File: src/rtl/servo_pwm_multi_if.sv
// Command/status bus of the multi-channel servo PWM block.
// The controller side uses the master modport; the PWM core uses the slave modport.
interface servo_pwm_multi_if #(
    parameter int NCH = 4,
    parameter int W   = 16
);
    logic           wr_en;
    logic [3:0]     wr_ch;
    logic [W-1:0]   wr_angle;
    logic [3:0]     rd_ch;
    logic [W-1:0]   rd_angle;
    logic           frame;
    logic [NCH-1:0] settled;
    logic [NCH-1:0] pwm;

    modport master (
        output wr_en, wr_ch, wr_angle, rd_ch,
        input  rd_angle, frame, settled, pwm
    );

    modport slave (
        input  wr_en, wr_ch, wr_angle, rd_ch,
        output rd_angle, frame, settled, pwm
    );
endinterface

File: src/rtl/servo_pwm_multi.sv
// Multi-channel servo PWM generator.
// One shared prescaler and frame counter drive NCH lanes. Each lane holds a
// target angle, a slewed current angle and a compare value that changes only
// at frame boundaries, so pulses are never cut short or stretched.
// Optional feature macro: SERVO_SLEW_EN. When defined, the current angle moves
// towards the target by at most SLEW_STEP per frame; when undefined it jumps
// to the target at the next frame boundary.

module servo_pwm_lane #(
    parameter int W         = 16,
    parameter int MIN_PULSE = 45,
    parameter int SLEW_STEP = 2
) (
    input  logic         clk,
    input  logic         rst,
    input  logic         we,
    input  logic [W-1:0] wdata,
    input  logic         boundary,
    input  logic [W-1:0] cnt,
    output logic [W-1:0] cur,
    output logic         settled,
    output logic         pwm
);
    localparam logic [W-1:0] MINP = W'(MIN_PULSE);

    logic [W-1:0] target;
    logic [W-1:0] cur_next;
    logic [W-1:0] cvr;

    if (SLEW_STEP < 1) begin : g_bad_step
        $error("servo_pwm_lane: SLEW_STEP must be at least 1");
    end

    // Angle the lane will hold for the next frame.
`ifdef SERVO_SLEW_EN
    localparam logic [W-1:0] STEP = W'(SLEW_STEP);
    always_comb begin
        cur_next = cur;
        if (target > cur)
            cur_next = ((target - cur) > STEP) ? cur + STEP : target;
        else if (target < cur)
            cur_next = ((cur - target) > STEP) ? cur - STEP : target;
    end
`else
    always_comb begin
        cur_next = target;
    end
`endif

    // Target capture, frame-aligned angle/compare update and registered pulse.
    always_ff @(posedge clk) begin
        if (rst) begin
            target <= '0;
            cur    <= '0;
            cvr    <= MINP;
            pwm    <= 1'b0;
        end else begin
            if (we)
                target <= wdata;
            if (boundary) begin
                cur <= cur_next;
                cvr <= cur_next + MINP;
            end
            pwm <= (cnt < cvr);
        end
    end

    assign settled = (cur == target);
endmodule

module servo_pwm_multi #(
    parameter int NCH       = 4,
    parameter int W         = 16,
    parameter int PRESC     = 556,
    parameter int PERIOD    = 1800,
    parameter int MIN_PULSE = 45,
    parameter int ANGLE_MAX = 180,
    parameter int SLEW_STEP = 2
) (
    input logic               clk,
    input logic               rst,
    servo_pwm_multi_if.slave  bus
);
    localparam int PW = (PRESC > 1) ? $clog2(PRESC) : 1;
    localparam logic [W-1:0] AMAX = W'(ANGLE_MAX);

    if (MIN_PULSE + ANGLE_MAX >= PERIOD) begin : g_bad_range
        $error("servo_pwm_multi: MIN_PULSE + ANGLE_MAX must be below PERIOD");
    end
    if (NCH < 1 || NCH > 16) begin : g_bad_nch
        $error("servo_pwm_multi: NCH must be 1..16");
    end
    if (PRESC < 1) begin : g_bad_presc
        $error("servo_pwm_multi: PRESC must be at least 1");
    end

    logic [PW-1:0]             pcnt;
    logic [W-1:0]              cnt;
    logic                      tick;
    logic                      boundary;
    logic                      frame_q;
    logic [W-1:0]              wdata;
    logic [NCH-1:0][W-1:0]     cur;
    logic [NCH-1:0]            settled_v;
    logic [NCH-1:0]            pwm_v;
    logic [W-1:0]              rd_sel;
    logic [W-1:0]              rd_q;

    assign tick     = (pcnt == PW'(PRESC - 1));
    assign boundary = tick && (cnt == W'(PERIOD - 1));
    assign wdata    = (bus.wr_angle > AMAX) ? AMAX : bus.wr_angle;

    // Prescaler, frame counter and the registered frame-boundary pulse.
    always_ff @(posedge clk) begin
        if (rst) begin
            pcnt    <= '0;
            cnt     <= '0;
            frame_q <= 1'b0;
        end else begin
            pcnt    <= tick ? '0 : pcnt + PW'(1);
            if (tick)
                cnt <= boundary ? '0 : cnt + W'(1);
            frame_q <= boundary;
        end
    end

    for (genvar i = 0; i < NCH; i++) begin : g_lane
        servo_pwm_lane #(
            .W         (W),
            .MIN_PULSE (MIN_PULSE),
            .SLEW_STEP (SLEW_STEP)
        ) u_lane (
            .clk      (clk),
            .rst      (rst),
            .we       (bus.wr_en && (bus.wr_ch == 4'(i))),
            .wdata    (wdata),
            .boundary (boundary),
            .cnt      (cnt),
            .cur      (cur[i]),
            .settled  (settled_v[i]),
            .pwm      (pwm_v[i])
        );
    end

    // Readback select; channels that do not exist read as zero.
    always_comb begin
        rd_sel = '0;
        for (int i = 0; i < NCH; i++)
            if (bus.rd_ch == 4'(i))
                rd_sel = cur[i];
    end

    // One-cycle registered readback.
    always_ff @(posedge clk) begin
        if (rst)
            rd_q <= '0;
        else
            rd_q <= rd_sel;
    end

    assign bus.rd_angle = rd_q;
    assign bus.frame    = frame_q;
    assign bus.settled  = settled_v;
    assign bus.pwm      = pwm_v;
endmodule

File: src/flat_wrapper.sv
// flat-port wrapper written by rule: the top's interface ports become plain ports
module servo_pwm_multi_flat 
#(
    parameter int NCH       = 4,
    parameter int W         = 16,
    parameter int PRESC     = 556,
    parameter int PERIOD    = 1800,
    parameter int MIN_PULSE = 45,
    parameter int ANGLE_MAX = 180,
    parameter int SLEW_STEP = 2
)
  (clk, rst, bus_wr_en, bus_wr_ch, bus_wr_angle, bus_rd_ch, bus_rd_angle, bus_frame, bus_settled, bus_pwm);
  servo_pwm_multi_if #(.NCH(NCH), .W(W)) bus_i ();
  input logic clk;
  input logic rst;
  input wire logic [$bits(bus_i.wr_en)-1:0] bus_wr_en;
  input wire logic [$bits(bus_i.wr_ch)-1:0] bus_wr_ch;
  input wire logic [$bits(bus_i.wr_angle)-1:0] bus_wr_angle;
  input wire logic [$bits(bus_i.rd_ch)-1:0] bus_rd_ch;
  output wire logic [$bits(bus_i.rd_angle)-1:0] bus_rd_angle;
  output wire logic [$bits(bus_i.frame)-1:0] bus_frame;
  output wire logic [$bits(bus_i.settled)-1:0] bus_settled;
  output wire logic [$bits(bus_i.pwm)-1:0] bus_pwm;
  assign bus_i.wr_en = bus_wr_en;
  assign bus_i.wr_ch = bus_wr_ch;
  assign bus_i.wr_angle = bus_wr_angle;
  assign bus_i.rd_ch = bus_rd_ch;
  assign bus_rd_angle = bus_i.rd_angle;
  assign bus_frame = bus_i.frame;
  assign bus_settled = bus_i.settled;
  assign bus_pwm = bus_i.pwm;
  servo_pwm_multi #(.NCH(NCH), .W(W), .PRESC(PRESC), .PERIOD(PERIOD), .MIN_PULSE(MIN_PULSE), .ANGLE_MAX(ANGLE_MAX), .SLEW_STEP(SLEW_STEP)) u_core (.clk(clk), .rst(rst), .bus(bus_i));
endmodule
File: config.mk
export PLATFORM = sky130hd
export DESIGN_NAME = servo_pwm_multi_flat
export DESIGN_NICKNAME = d
export VERILOG_FILES = /design/src/rtl/servo_pwm_multi_if.sv /design/src/rtl/servo_pwm_multi.sv /design/src/flat_wrapper.sv
export SDC_FILE = /design/constraint.sdc
export NUM_CORES = 1
export LEC_CHECK = 0
export BUFFER_PORTS_ARGS = -buffer_cell sky130_fd_sc_hd__buf_2
export CAP_MARGIN = 30
export CORE_MARGIN = 8
export CORE_UTILIZATION = 30
export DETAILED_ROUTE_END_ITERATION = 8
export GPL_TIMING_DRIVEN = 0
export PLACE_DENSITY = 0.44
export SLEW_MARGIN = 20
export SYNTH_ARGS = -nofsm -noshare
export SYNTH_HDL_FRONTEND = slang
export SYNTH_SLANG_ARGS = --single-unit
File: constraint.sdc
create_clock -name clk -period 2.39 [get_ports clk]
set_input_delay 0 -clock clk [delete_from_list [all_inputs] [get_ports clk]]
set_output_delay 0 -clock clk [all_outputs]
set_load 0.005 [all_outputs]
======== Word level (Yosys, flattened, before mapping) ========
Cells that the tools add are included.
storage, ports and cells
  word-level logic and storage cells ...... 57
  register bits ........................... 239
  bits of input ports ..................... 27
  output and inout bits ................... 25
cells by class
  reductions and logical operators ........ 8
  add/sub/neg operators ................... 6
  equal/unequal tests ..................... 12
  multiplexer cells ....................... 6
  $lt $le $gt $ge ......................... 5
operators with widths
  cell                                                             count
  two-way mux 16 bit                                               6
  adder 16 x 6 -> 16 bit (second input constant)                   4
  equality test 16 bit                                             4
  less-than comparator 16 bit                                      4
  adder 16 x 1 -> 16 bit (second input constant)                   1
  equality test 16 x 11 -> 1 bit (second input constant)           1
  equality test 4 x 2 -> 1 bit (second input constant)             4
  greater-than comparator 16 x 8 -> 1 bit (second input constant)  1
  adder 10 x 1 -> 10 bit (second input constant)                   1
  equality test 10 bit (second input constant)                     1
  equality test 4 x 1 -> 1 bit (second input constant)             2
  zero test 4 bit                                                  2
  logical AND 1 bit                                                5
  OR reduction 2 bit                                               1

======== Logic depth before layout (Yosys ltp) ========
Gate-level depths: netlist of run 1.
  depth after elaboration ................. 5
  mapped depth ............................ 9
  gate-level depth less buffers ........... 7

======== By module ========
Synthesis of run 1 repeated with hierarchy kept, for this count alone.
second synthesis, totals
  cells, all modules ...................... 1383
  area total of the unflattened synthesis .. 12439.4 sq um
modules (own cells, without submodules)
  module           area each (sq um)  times used  cells an instance  seq. area each (sq um)
  servo_pwm_lane   2551.2             4           279                980.9
  servo_pwm_multi  2234.6             1           267                860.8

======== Worst setup path before layout of run 1 ========
OpenSTA, ideal clock, no wires.
  path type ............................... register to register
  start point ............................. register u_core.pcnt[6]
  end point ............................... register u_core.g_lane[1].u_lane.cvr[3]
  arrival ................................. 2009 ps
  setup slack ............................. 261 ps
  setup time .............................. 120 ps
  period minus slack after synthesis ...... 2129 ps
  cell stages (with the launch flop) ...... 7
  buffers on the path ..................... 2
  data required time ...................... 2270 ps
  cells stage by stage .................... dfxtp_1 > or4b_4 > nor4_4 > nand2_2 > buf_2 > buf_6 > a211o_1
on the way
  word-level cells in the longest chain between the ends .. 2
RTL lines
  item                      RTL line                RTL
  start: declaration        servo_pwm_multi.sv:97   logic [PW-1:0] pcnt;
  start signal: assignment  servo_pwm_multi.sv:120  pcnt <= tick ? '0 : pcnt + PW'(1);
  equality test 10 bit      servo_pwm_multi.sv:109  assign tick = (pcnt == PW'(PRESC - 1));
  logical AND 1 bit         servo_pwm_multi.sv:110  assign boundary = tick && (cnt == W'(PERIOD - 1));
  end signal: assignment    servo_pwm_multi.sv:62   cvr <= cur_next + MINP;
  end: declaration          servo_pwm_multi.sv:28   logic [W-1:0] cvr;
No other way between the ends.
A chain may end at the register's enable or synchronous reset.

======== Worst setup path after layout of run 1 ========
  start point ............................. register u_core.pcnt[4]
  end point ............................... register u_core.g_lane[0].u_lane.cvr[5]
on the way
  word-level cells in the longest chain between the ends .. 2
RTL lines
  item                    RTL line
  equality test 10 bit    servo_pwm_multi.sv:109
  logical AND 1 bit       servo_pwm_multi.sv:110
  end signal: assignment  servo_pwm_multi.sv:62
  end: declaration        servo_pwm_multi.sv:28
No other way between the ends.

==> summary.txt, run 1 <==
Run status
  – Status: finished, violations left
  – Failing checks: negative hold slack

Timing
  – Worst slew margin: 0.328
  – Period utilization: 0.957
  – Minimum clock period: 2.29 ns
  – Final hold vios: 1
  – Hold_ws: -0.0101 ns
  – Final setup viols: 0
  – Slew Limit Fails: 0
  – Setup_tns: 0 ns
  – Setup Skew: 0.0145 ns
  – Worst slew pin tran: 1.01 ns
  – FMAX: 437 MHz
  – RSZ-0062 raised after global routing: false

Global route
  – Met2 Usage GRT: 0.270
  – Grt total ovfl: 0
  – Vias in the first global route: 10000
  – Initial antenna violation count: 0
  – Global-route wire length before repair: 61100 um
  – GR met3 Demand/Resource: 0.0186
  – Met1 Use GR: 0.234
  – Global-route usage over all layers: 0.168
  – Largest net degree at the start of global routing: 14
  – Busiest grt layer: met2

Cells and area
  – Final Cell Area: 0.0141 sq mm
  – Fraction of layout cells with a size suffix above 1: 0.102
  – Area delta synth->final: 18.4%
  – Final-stage net count: 1643
  – Fin cells: 2098
  – Layout fillers: 4130

Setup path
  – Reg-to-reg slack, setup: 0.10 ns
  – R2R depth: 6
  – Origin of the critical flop-to-flop path: u_core.pcnt[4]$_SDFF_PP0_
  – Reg-to-Reg End: u_core.g_lane[0].u_lane.cvr[5]$_SDFFE_PP1P_
  – Critical path class: flip-flop to flip-flop
  – WP data arrival: 2.72 ns
  – Crit path from: u_core.pcnt[4]$_SDFF_PP0_
  – Critical path required time: 2.82 ns
  – Crit end category: flip-flop
  – Startpoint types: flip-flop
  – Critical path peak fanout: 10

Power and ir drop
  – Max IR drop VDD: 0.000457 V
  – Combinational Power Share: 0.036
  – Part of the power in registers: 0.472
  – Clock share of power: 0.492
  – Leakage power total: 5.18 nW
  – Sw Pwr: 1.93 mW
  – Pint: 6.56 mW
  – Sw Ratio: 0.227
  – Total power divided by cell area: 600 mW/mm^2

Synthesis
  – Synth warn: 0
  – Net count after synthesis: 1532
  – Area fraction of the dominant cell type after synthesis: 0.401
  – Yosys top cell by area: dfxtp_1
  – Synth unique cells: 44
  – Largest cells by area after synthesis: dfxtp_1 (40%), ha_1 (6.9%), nand2_1 (6.9%)
  – Synthesized area per cell: 8.30 sq um
  – Seq/Total Area, Yosys: 0.401
  – Synth Instances: 1439
  – Synthesized flop and latch total: 239
  – Synthesized area: 0.0119 sq mm

Routing
  – Wirelength per Cell: 19.1 um
  – WL final: 40100 um
  – Vias: 10200
  – Routed Antenna Nets: 0
  – Drt pass-1 iters: 5
  – First-iteration detailed-routing DRC count: 519
  – DR vias/cell: 4.84
  – Drt drc: 0

Die
  – Die Area: 0.0464 sq mm
  – Starting density of the core: 0.302
  – Total core area: 0.0395 sq mm
  – # IOs: 52
  – DIE WIDTH: 216 um
  – Row count: 73
  – Die Height: 216 um

Placement
  – Placed cells: 2015
  – DP HPWL: 30200 um
  – DP Area: 0.0129 sq mm
  – # port buffers: 50
  – RePlAce Congestion: 0.967

Clocking
  – Clk Latency, worst-skew pair: 0.55 ns
  – H-tree depth: 1
  – Clock transition at path regs: 0.06 ns
  – CTS Buf Count: 28
  – Clock sink count: 239
  – CTS tree: yes
  – Clock buffer depth: 3
  – CTS root buffer: clkbuf_16

Worst hold path
  – Hold Path Stages: 5
  – Hold_sp: bus_wr_ch[2]
  – Hold EP: u_core.g_lane[0].u_lane.cur_next[2]$_SDFFE_PP0P_
  – Worst hold-check path type: input port to flip-flop

Job
  – Max-Cap Viols: 0
-- cells by family (layout without fill, tap and decap cells) --
family	count (synthesis)	count (layout)	share of synthesized area
muxes	16	16	0.0134
and+or+nand+nor	536	537	0.212
xor gates and xnor gates	132	132	0.0968
adders and majority gates	66	66	0.0692
buffers and inverters	168	299	0.0599
AOI/OAI and AO/OA	282	282	0.148
DFF	239	239	0.401
other	0	2	0
-- synthesized netlist by cell type --
library cell and n:
dfxtp_1 239, nand2_1 220, nor2_1 118, a21oi_1 116, xnor2_1 93, inv_1 74, clkbuf_1 68, ha_1 66
a211oi_1 50, nand4_1 42, o21ai_0 39, xor2_1 39, and2_1 35, nand3_1 25, nor3_1 25, a211o_1 17
a22oi_1 16, mux2i_1 16, nand2b_1 15, a21o_1 13, o211ai_1 12, and3_1 11, buf_2 11, buf_4 11
and4_1 8, nand3b_1 8, a221oi_1 6, nor2b_1 6, nor4_1 6, or4_1 5, buf_6 4, o21a_1 4
o21bai_1 4, o311a_1 3, nor3_2 2, nor4_4 2, or3_1 2, or3b_2 2, a31oi_1 1, a41oi_1 1
nand2_2 1, nor3b_1 1, or2_2 1, or4b_4 1
-- through the flow --
step / worst slack [ns] / util / power, mW / hold slack, ns
after floorplan: 0.261 / - / 4.25 / 0.148
after global routing: 0.00318 / 0.357 / 8.80 / 0.0323
after CTS: -0.00128 / 0.355 / 8.59 / 0.0341
final: 0.103 / 0.358 / 8.49 / -0.0101
after detailed placement: -0.292 / 0.325 / 4.38 / 0.363
after global placement: -0.331 / 0.325 / 4.38 / 0.357
-- critical path, stage by stage, from the launching register on --
cell and delay (ns):
dfxtp_1 0.34, or4b_4 0.58, nor4_4 0.26, buf_4 0.20
nand2_2 0.12, clkbuf_1 0.31, a211o_1 0.37
-- cells in the final DEF (no fill, tap or decap), types with 5 or more instances in the layout --
cell type and instances:
clkinv_2 6, clkbuf_16 29, dfxtp_1 234, and3_1 11
buf_2 58, nand2_1 220, o211ai_1 12, inv_1 74
buf_4 24, nor2_1 117, and2_1 34, nor2b_1 6
clkbuf_1 64, nand2b_1 15, nand3_1 25, a21o_1 13
a211o_1 17, clkbuf_4 7, nor3_1 24, o21ai_0 39
xor2_1 39, dfxtp_2 5, dlygate4sd3_1 22, mux2i_1 16
ha_1 65, a21oi_1 115, or4_1 5, a211oi_1 50
nand3b_1 8, xnor2_1 93, a22oi_1 16, a221oi_1 6
and4_1 7, nand4_1 42, nor4_1 5
-- timing repair --
item | in CTS | in global routing
hold buffers | 22 | 0
gates cloned | 0 | 1
setup endpoints to repair | 138 | 141
pin swaps | 2 | 4
endpoints found under the hold margin | 32 | 0
gates resized for setup | 20 | 19
setup buffers | 4 | 8
-- registers in the layout (all words and copies together), names as in the netlist --
register and flops:
u_core.g_lane.u_lane.cur_next 64, u_core.cnt 16, u_core.bus.rd_angle 16, u_core.g_lane.u_lane.cvr 64, u_core.pcnt 10, u_core.bus.frame 1
u_core.g_lane.u_lane.pwm 4, u_core.g_lane.u_lane.cur 64
-- routing by layer --
layer / vias to the layer above / wire length (um)
met1: 4769 / 19600
met4: 0 / 1160
li1: 5139 / -
met2: 189 / 18000
met5: - / 0
met3: 53 / 1350
-- worst max-delay path by stage --
stage	cells past startpoint	slack (ns)	end
finish	6	0.10	u_core.g_lane[0].u_lane.cvr[5]$_SDFFE_PP1P_
detailed placement	8	-0.29	u_core.g_lane[0].u_lane.cur[1]$_SDFFE_PP0P_
global placement	8	-0.33	u_core.g_lane[3].u_lane.cur[13]$_SDFFE_PP0P_
CTS	8	-0.001	u_core.g_lane[2].u_lane.cvr[4]$_SDFFE_PP0P_
floorplan	6	0.26	u_core.g_lane[1].u_lane.cvr[3]$_SDFFE_PP1P_
global route	6	0.003	bus_settled[3]
-- power by group through the flow --
| stage | clock network [mW] | logic [mW] | registers (mW) |
|---|---|---|---|
| floorplan | 0 | 0.156 | 4.09 |
| global placement | 0 | 0.282 | 4.10 |
| detailed placement | 0 | 0.282 | 4.10 |
| CTS | 4.28 | 0.303 | 4.01 |
| global route | 4.46 | 0.330 | 4.01 |
| finish | 4.18 | 0.302 | 4.01 |
-- area by class of cell --
type / instances / area [sq um] / share of cell area
multi-input cells: 1033 / 6490 / 0.459
flip-flops and latches: 239 / 4790 / 0.339
clock buffers: 43 / 818 / 0.0579
repair buffers: 86 / 573 / 0.0405
plain buffers: 88 / 462 / 0.0326
inverters: 74 / 278 / 0.0196
diodes: 2 / 5.00 / 0.000354
well taps: 525 / 657 / 0.0464
clock inverters: 8 / 71.3 / 0.00504
Note: power is estimated with default switching activity, not from simulation.
==> run 2: changes to the inputs <==
Settings changed: BUFFER_PORTS_ARGS -buffer_cell sky130_fd_sc_hd__buf_2 to -buffer_cell sky130_fd_sc_hd__buf_4.
==> summary.txt, run 2 (same netlist as run 1, synthesis figures left out) <==
Setup path
  – Reg-to-reg slack, setup: 0.11 ns (was 0.10 ns)
  – Critical path required time: 2.39 ns (was 2.82 ns)
  – R2R depth: 6 (unchanged)
  – Crit end category: output port (was flip-flop)
  – Critical path peak fanout: 7 (was 10)
  – Critical path class: flip-flop to output port (was flip-flop to flip-flop)
  – Reg-to-Reg End: u_core.g_lane[3].u_lane.cvr[7]$_SDFFE_PP0P_ (was u_core.g_lane[0].u_lane.cvr[5]$_SDFFE_PP1P_)
  – Startpoint types: flip-flop (unchanged)
  – WP data arrival: 2.29 ns (was 2.72 ns)
  – Origin of the critical flop-to-flop path: u_core.pcnt[6]$_SDFF_PP0_ (was u_core.pcnt[4]$_SDFF_PP0_)

Global route
  – Global-route wire length before repair: 61200 um (was 61100 um)
  – Largest net degree at the start of global routing: 14 (unchanged)
  – Initial antenna violation count: 0 (unchanged)
  – Vias in the first global route: 10100 (was 10000)
  – Global-route usage over all layers: 0.168 (about the same)
  – Grt total ovfl: 0 (unchanged)

Clocking
  – CTS Buf Count: 29 (was 28)
  – Clock sink count: 239 (unchanged)
  – Clock buffer depth: 3 (unchanged)
  – CTS root buffer: clkbuf_16 (unchanged)
  – CTS tree: yes (unchanged)
  – Clk Latency, worst-skew pair: 0.56 ns (was 0.55 ns)
  – H-tree depth: 1 (unchanged)
  – Clock transition at path regs: 0.06 ns (about the same)

Timing
  – FMAX: 437 MHz (about the same)
  – Setup_tns: 0 ns (unchanged)
  – Minimum clock period: 2.29 ns (about the same)
  – Setup ws final: 0.102 ns (was 0.103 ns)
  – Setup Skew: 0.0103 ns (was 0.0145 ns)
  – Slew Limit Fails: 0 (unchanged)
  – Worst slew margin: 0.364 (was 0.328)
  – Hold_ws: 0.0426 ns (was -0.0101 ns)
  – Final hold vios: 0 (was 1)
  – RSZ-0062 raised after global routing: false (unchanged)
  – Worst slew pin tran: 0.954 ns (was 1.01 ns)
  – Final setup viols: 0 (unchanged)
  – Period utilization: 0.957 (about the same)

Die
  – Die Height: 216 um (unchanged)
  – Row count: 73 (unchanged)
  – DIE WIDTH: 216 um (unchanged)
  – Starting density of the core: 0.302 (unchanged)
  – Die Area: 0.0464 sq mm (unchanged)
  – # IOs: 52 (unchanged)
  – Total core area: 0.0395 sq mm (unchanged)

Cells and area
  – Commonest non-fill, non-tap cells in the layout: dfxtp_1 (231), nand2_1 (220), nor2_1 (118), a21oi_1 (116), xnor2_1 (93) (was dfxtp_1 (234), nand2_1 (220), nor2_1 (117), a21oi_1 (115), xnor2_1 (93))
  – Commonest non-fill, non-tap cell in the layout: dfxtp_1 (unchanged)
  – Area delta synth->final: 19.9% (was 18.4%)
  – Core Util, Final: 0.362 (was 0.358)
  – Final-stage net count: 1640 (was 1643)
  – Ant. Diodes: 0 (was 2)
  – Fraction of layout cells with a size suffix above 1: 0.0996 (was 0.102)

Worst hold path
  – Hold_sp: bus_wr_angle[13] (was bus_wr_ch[2])
  – Hold Path Stages: 6 (was 5)
  – Hold EP: u_core.g_lane[0].u_lane.cur_next[6]$_SDFFE_PP0P_ (was u_core.g_lane[0].u_lane.cur_next[2]$_SDFFE_PP0P_)
  – Worst hold-check path type: input port to flip-flop (unchanged)

Job
  – Max-Cap Viols: 0 (unchanged)

Run status
  – Status: finished clean (was finished, violations left)

Routing
  – Drt drc: 0 (unchanged)
  – Drt pass-1 iters: 5 (unchanged)
  – DR vias/cell: 4.81 (was 4.84)
  – Vias: 10100 (was 10200)
  – First-iteration detailed-routing DRC count: 610 (was 519)
  – Wirelength per Cell: 19.0 um (was 19.1 um)
  – WL final: 39600 um (was 40100 um)
  – Routed Antenna Nets: 0 (unchanged)

Placement
  – # port buffers: 50 (unchanged)
  – RePlAce Congestion: 0.916 (was 0.967)
  – DP HPWL: 30200 um (about the same)
  – Setup Slack @ Placement: -0.280 ns (was -0.292 ns)

Power and ir drop
  – Total power divided by cell area: 627 mW/mm^2 (was 600 mW/mm^2)
  – Max IR drop VDD: 0.000507 V (was 0.000457 V)
  – Leakage power total: 5.20 nW (was 5.18 nW)
==> run 2: changes by cell type in the layout (fill, tap and decap cells not counted), moves of 3 or more <==
cell,change
dlygate4sd3_1,+3
clkinv_2,-3
buf_2,-47
clkbuf_4,-4
buf_4,+41
dfxtp_1,-3
bufinv_16,+4
==> run 2: layout make-up <==
class | instances | area (sq um)
inverters | 74 | 278
repair buffers | 80 | 661
flip-flops and latches | 239 | 4800
multi-input cells | 1032 | 6480
clock buffers | 39 | 803
plain buffers | 91 | 452
clock inverters | 11 | 189
fillers | 4114 | 25200
well taps | 525 | 657
==> run 2: stage by stage <==
step | cell area, sq um | total power, mW | instances
floorplan | 11900 | 4.25 | 1439
global placement | 13000 | 4.39 | 2014
detailed placement | 13000 | 4.39 | 2015
CTS | 14300 | 9.08 | 2091
global route | 14300 | 9.29 | 2091
finish | 14300 | 8.97 | 2091
==> run 2: layer usage <==
metal | vias up | GRT usage | routed length [um]
li1 | 5121 | - | -
met4 | 0 | 0.0533 | 1130
met3 | 54 | 0.0210 | 1420
met1 | 4694 | 0.233 | 19600
met5 | - | 0 | 0
met2 | 198 | 0.266 | 17500
==> run 2: worst max-delay path by stage <==
stage	from	endpoint	slack, ns	depth (start not counted)
after global placement	u_core.pcnt[0]$_SDFF_PP0_	u_core.bus.frame$_SDFF_PP0_	-0.31	7
after global routing	u_core.pcnt[6]$_SDFF_PP0_	u_core.g_lane[0].u_lane.cur[13]$_SDFFE_PP0P_	0.0002	8
final	u_core.g_lane[3].u_lane.cur_next[4]$_SDFFE_PP0P_	bus_settled[3]	0.10	6
after floorplan	u_core.pcnt[6]$_SDFF_PP0_	u_core.g_lane[1].u_lane.cvr[3]$_SDFFE_PP1P_	0.26	6
after detailed placement	u_core.pcnt[0]$_SDFF_PP0_	u_core.g_lane[0].u_lane.cur[0]$_SDFFE_PP0P_	-0.28	8
after CTS	u_core.pcnt[6]$_SDFF_PP0_	u_core.g_lane[0].u_lane.cur[14]$_SDFFE_PP0P_	-0.002	8
==> run 2: worst max-delay path: stages (launching register included) <==
cell	delay, ns
dfxtp_1	0.30
clkbuf_1	0.37
xnor2_1	0.20
nand4_1	0.13
nor4_1	0.45
buf_4	0.19
buf_4	0.10
==> run 2: repair_timing <==
item,4_1_cts,5_1_grt
pin swaps,2,2
hold buffers,24,1
hold endpoints to repair,37,2
buffers inserted,3,0
resized for setup,19,12
endpoints found under the setup margin,140,136
==> run 2: where the power goes <==
| part | leakage (nW) | total (mW) | switching [mW] | internal, mW |
|---|---|---|---|---|
| combinational | 2.79 | 0.321 | 0.200 | 0.121 |
| clock | 0.480 | 4.64 | 1.76 | 2.88 |
| sequential | 1.93 | 4.01 | 0.0117 | 4.00 |
| total | 5.20 | 8.97 | 1.98 | 6.99 |
==> run 3: changes to the inputs <==
Settings changed: CELL_PAD_IN_SITES_DETAIL_PLACEMENT set to 0, CELL_PAD_IN_SITES_GLOBAL_PLACEMENT set to 1, PLACE_DENSITY 0.44 to 0.54.
==> summary.txt, run 3 (same netlist as run 1, synthesis figures left out) <==
Run status
  – Status: finished clean (unchanged)

Die
  – Die Height: 216 um (unchanged)
  – Total core area: 0.0395 sq mm (unchanged)
  – Row count: 73 (unchanged)
  – Die Area: 0.0464 sq mm (unchanged)
  – DIE WIDTH: 216 um (unchanged)
  – Starting density of the core: 0.302 (unchanged)
  – # IOs: 52 (unchanged)

Setup path
  – Critical path peak fanout: 4 (was 7)
  – Startpoint types: input port (was flip-flop)
  – Crit end category: flip-flop (was output port)
  – Critical path required time: 2.91 ns (was 2.39 ns)
  – R2R depth: 6 (unchanged)
  – WP data arrival: 2.85 ns (was 2.29 ns)
  – Critical path class: input port to flip-flop (was flip-flop to output port)

Cells and area
  – Final Cell Area: 0.0145 sq mm (was 0.0143 sq mm)
  – Area delta synth->final: 21.3% (was 19.9%)
  – Commonest non-fill, non-tap cells in the layout: dfxtp_1 (230), nand2_1 (220), nor2_1 (118), a21oi_1 (116), xnor2_1 (93) (was dfxtp_1 (231), nand2_1 (220), nor2_1 (118), a21oi_1 (116), xnor2_1 (93))
  – Commonest non-fill, non-tap cell in the layout: dfxtp_1 (unchanged)
  – Fraction of layout cells with a size suffix above 1: 0.108 (was 0.0996)
  – Layout fillers: 4093 (was 4114)
  – Final-stage net count: 1648 (was 1640)
  – Ant. Diodes: 0 (unchanged)

Timing
  – Slew Limit Fails: 0 (unchanged)
  – Worst slew pin tran: 0.978 ns (was 0.954 ns)
  – Setup ws final: 0.0641 ns (was 0.102 ns)
  – Worst slew margin: 0.348 (was 0.364)
  – Final hold vios: 0 (unchanged)
  – Setup_tns: 0 ns (unchanged)
  – Final setup viols: 0 (unchanged)
  – Period utilization: 0.973 (was 0.957)
  – Setup Skew: 0.0108 ns (was 0.0103 ns)
  – FMAX: 430 MHz (was 437 MHz)
  – Minimum clock period: 2.33 ns (was 2.29 ns)

Clocking
  – Clock buffer depth: 3 (unchanged)
  – CTS Buf Count: 30 (was 29)
  – Clock sink count: 239 (unchanged)
  – Clock transition at path regs: 0.06 ns (about the same)
  – CTS root buffer: clkbuf_16 (unchanged)
  – H-tree depth: 1 (unchanged)
  – CTS tree: yes (unchanged)
  – Clk Latency, worst-skew pair: 0.57 ns (was 0.56 ns)

Placement
  – Setup Slack @ Placement: -0.292 ns (was -0.280 ns)
  – DP HPWL: 31200 um (was 30200 um)
  – DP Area: 0.0130 sq mm (about the same)
  – RePlAce Congestion: 0.849 (was 0.916)
  – # port buffers: 50 (unchanged)

Global route
  – Vias in the first global route: 9998 (was 10100)
  – Global-route usage over all layers: 0.175 (was 0.168)
  – Grt total ovfl: 0 (unchanged)
  – Initial antenna violation count: 0 (unchanged)
  – Global-route wire length before repair: 62900 um (was 61200 um)
  – Largest net degree at the start of global routing: 15 (was 14)

Routing
  – Vias: 10100 (about the same)
  – Wirelength per Cell: 19.5 um (was 19.0 um)
  – WL final: 41100 um (was 39600 um)
  – Routed Antenna Nets: 0 (unchanged)
  – DR vias/cell: 4.80 (was 4.81)
  – Drt drc: 0 (unchanged)
  – Drt pass-1 iters: 5 (unchanged)
  – First-iteration detailed-routing DRC count: 516 (was 610)

Power and ir drop
  – Leakage power total: 5.31 nW (was 5.20 nW)
  – Final Power: 9.24 mW (was 8.97 mW)
  – Max IR drop VDD: 0.000504 V (was 0.000507 V)
  – Total power divided by cell area: 638 mW/mm^2 (was 627 mW/mm^2)

Worst hold path
  – Hold Path Stages: 4 (was 6)
  – Worst hold-check path type: input port to flip-flop (unchanged)

Job
  – Max-Cap Viols: 0 (unchanged)
==> run 3: area by class of cell <==
type,count,area [sq um],share of cell area
flip-flops and latches,239,4800,0.331
plain buffers,91,458,0.0316
clock buffers,43,901,0.0622
clock inverters,13,175,0.0121
well taps,525,657,0.0453
inverters,74,278,0.0192
multi-input cells,1032,6500,0.448
repair buffers,87,724,0.0500
==> run 3: per-stage QoR <==
step                std cells   util  hold WS [ns]
finish                   2104  0.366        0.0409
floorplan                1439      -         0.148
global route             2104  0.366        0.0376
global placement         2014  0.328         0.353
CTS                      2101  0.364        0.0149
detailed placement       2016  0.329         0.358
==> run 3: path summary, 6_finish.rpt <==
path                                                    start                                          endpoint  slack (ns)
setup / recovery                              bus_wr_angle[8]  u_core.g_lane[1].u_lane.cur_next[6]$_SDFFE_PP0P_        0.06
setup reg to reg                    u_core.pcnt[6]$_SDFF_PP0_                       u_core.cnt[15]$_SDFFE_PP0P_        0.14
hold reg to reg   u_core.g_lane[3].u_lane.cvr[4]$_SDFFE_PP0P_       u_core.g_lane[3].u_lane.cvr[4]$_SDFFE_PP0P_        0.46
hold / removal                                   bus_wr_ch[3]  u_core.g_lane[0].u_lane.cur_next[4]$_SDFFE_PP0P_        0.04
==> run 3: report_power, final <==
group          switching (mW)  total, mW  internal [mW]
Clock                    1.87       4.90           3.04
Combinational           0.202      0.325          0.123
Sequential             0.0118       4.01           4.00
==> run 3: repair_timing <==
item / in CTS / in global routing
buffers inserted: 3 / 4
cloned: 0 / 0
hold buffers: 28 / 0
endpoints found under the setup margin: 140 / 137
pin swaps: 2 / 3
endpoints found under the hold margin: 36 / 0
gates resized for setup: 21 / 17
==> run 3: critical path, stage by stage <==
cell           delay, ns
dlygate4sd3_1       0.54
buf_4               0.13
or4_1               0.47
nor3_4              0.33
nand3_1             0.11
dlygate4sd3_1       0.58
a21oi_1             0.13
dlygate4sd3_1       0.56
==> run 3: per-layer routing <==
| metal | vias to the layer above | GRT usage | routed length (um) |
|---|---|---|---|
| met5 | - | 0 | 0 |
| met2 | 171 | 0.277 | 18000 |
| li1 | 5159 | - | - |
| met1 | 4722 | 0.241 | 20200 |
| met4 | 0 | 0.0608 | 1430 |
| met3 | 55 | 0.0221 | 1420 |
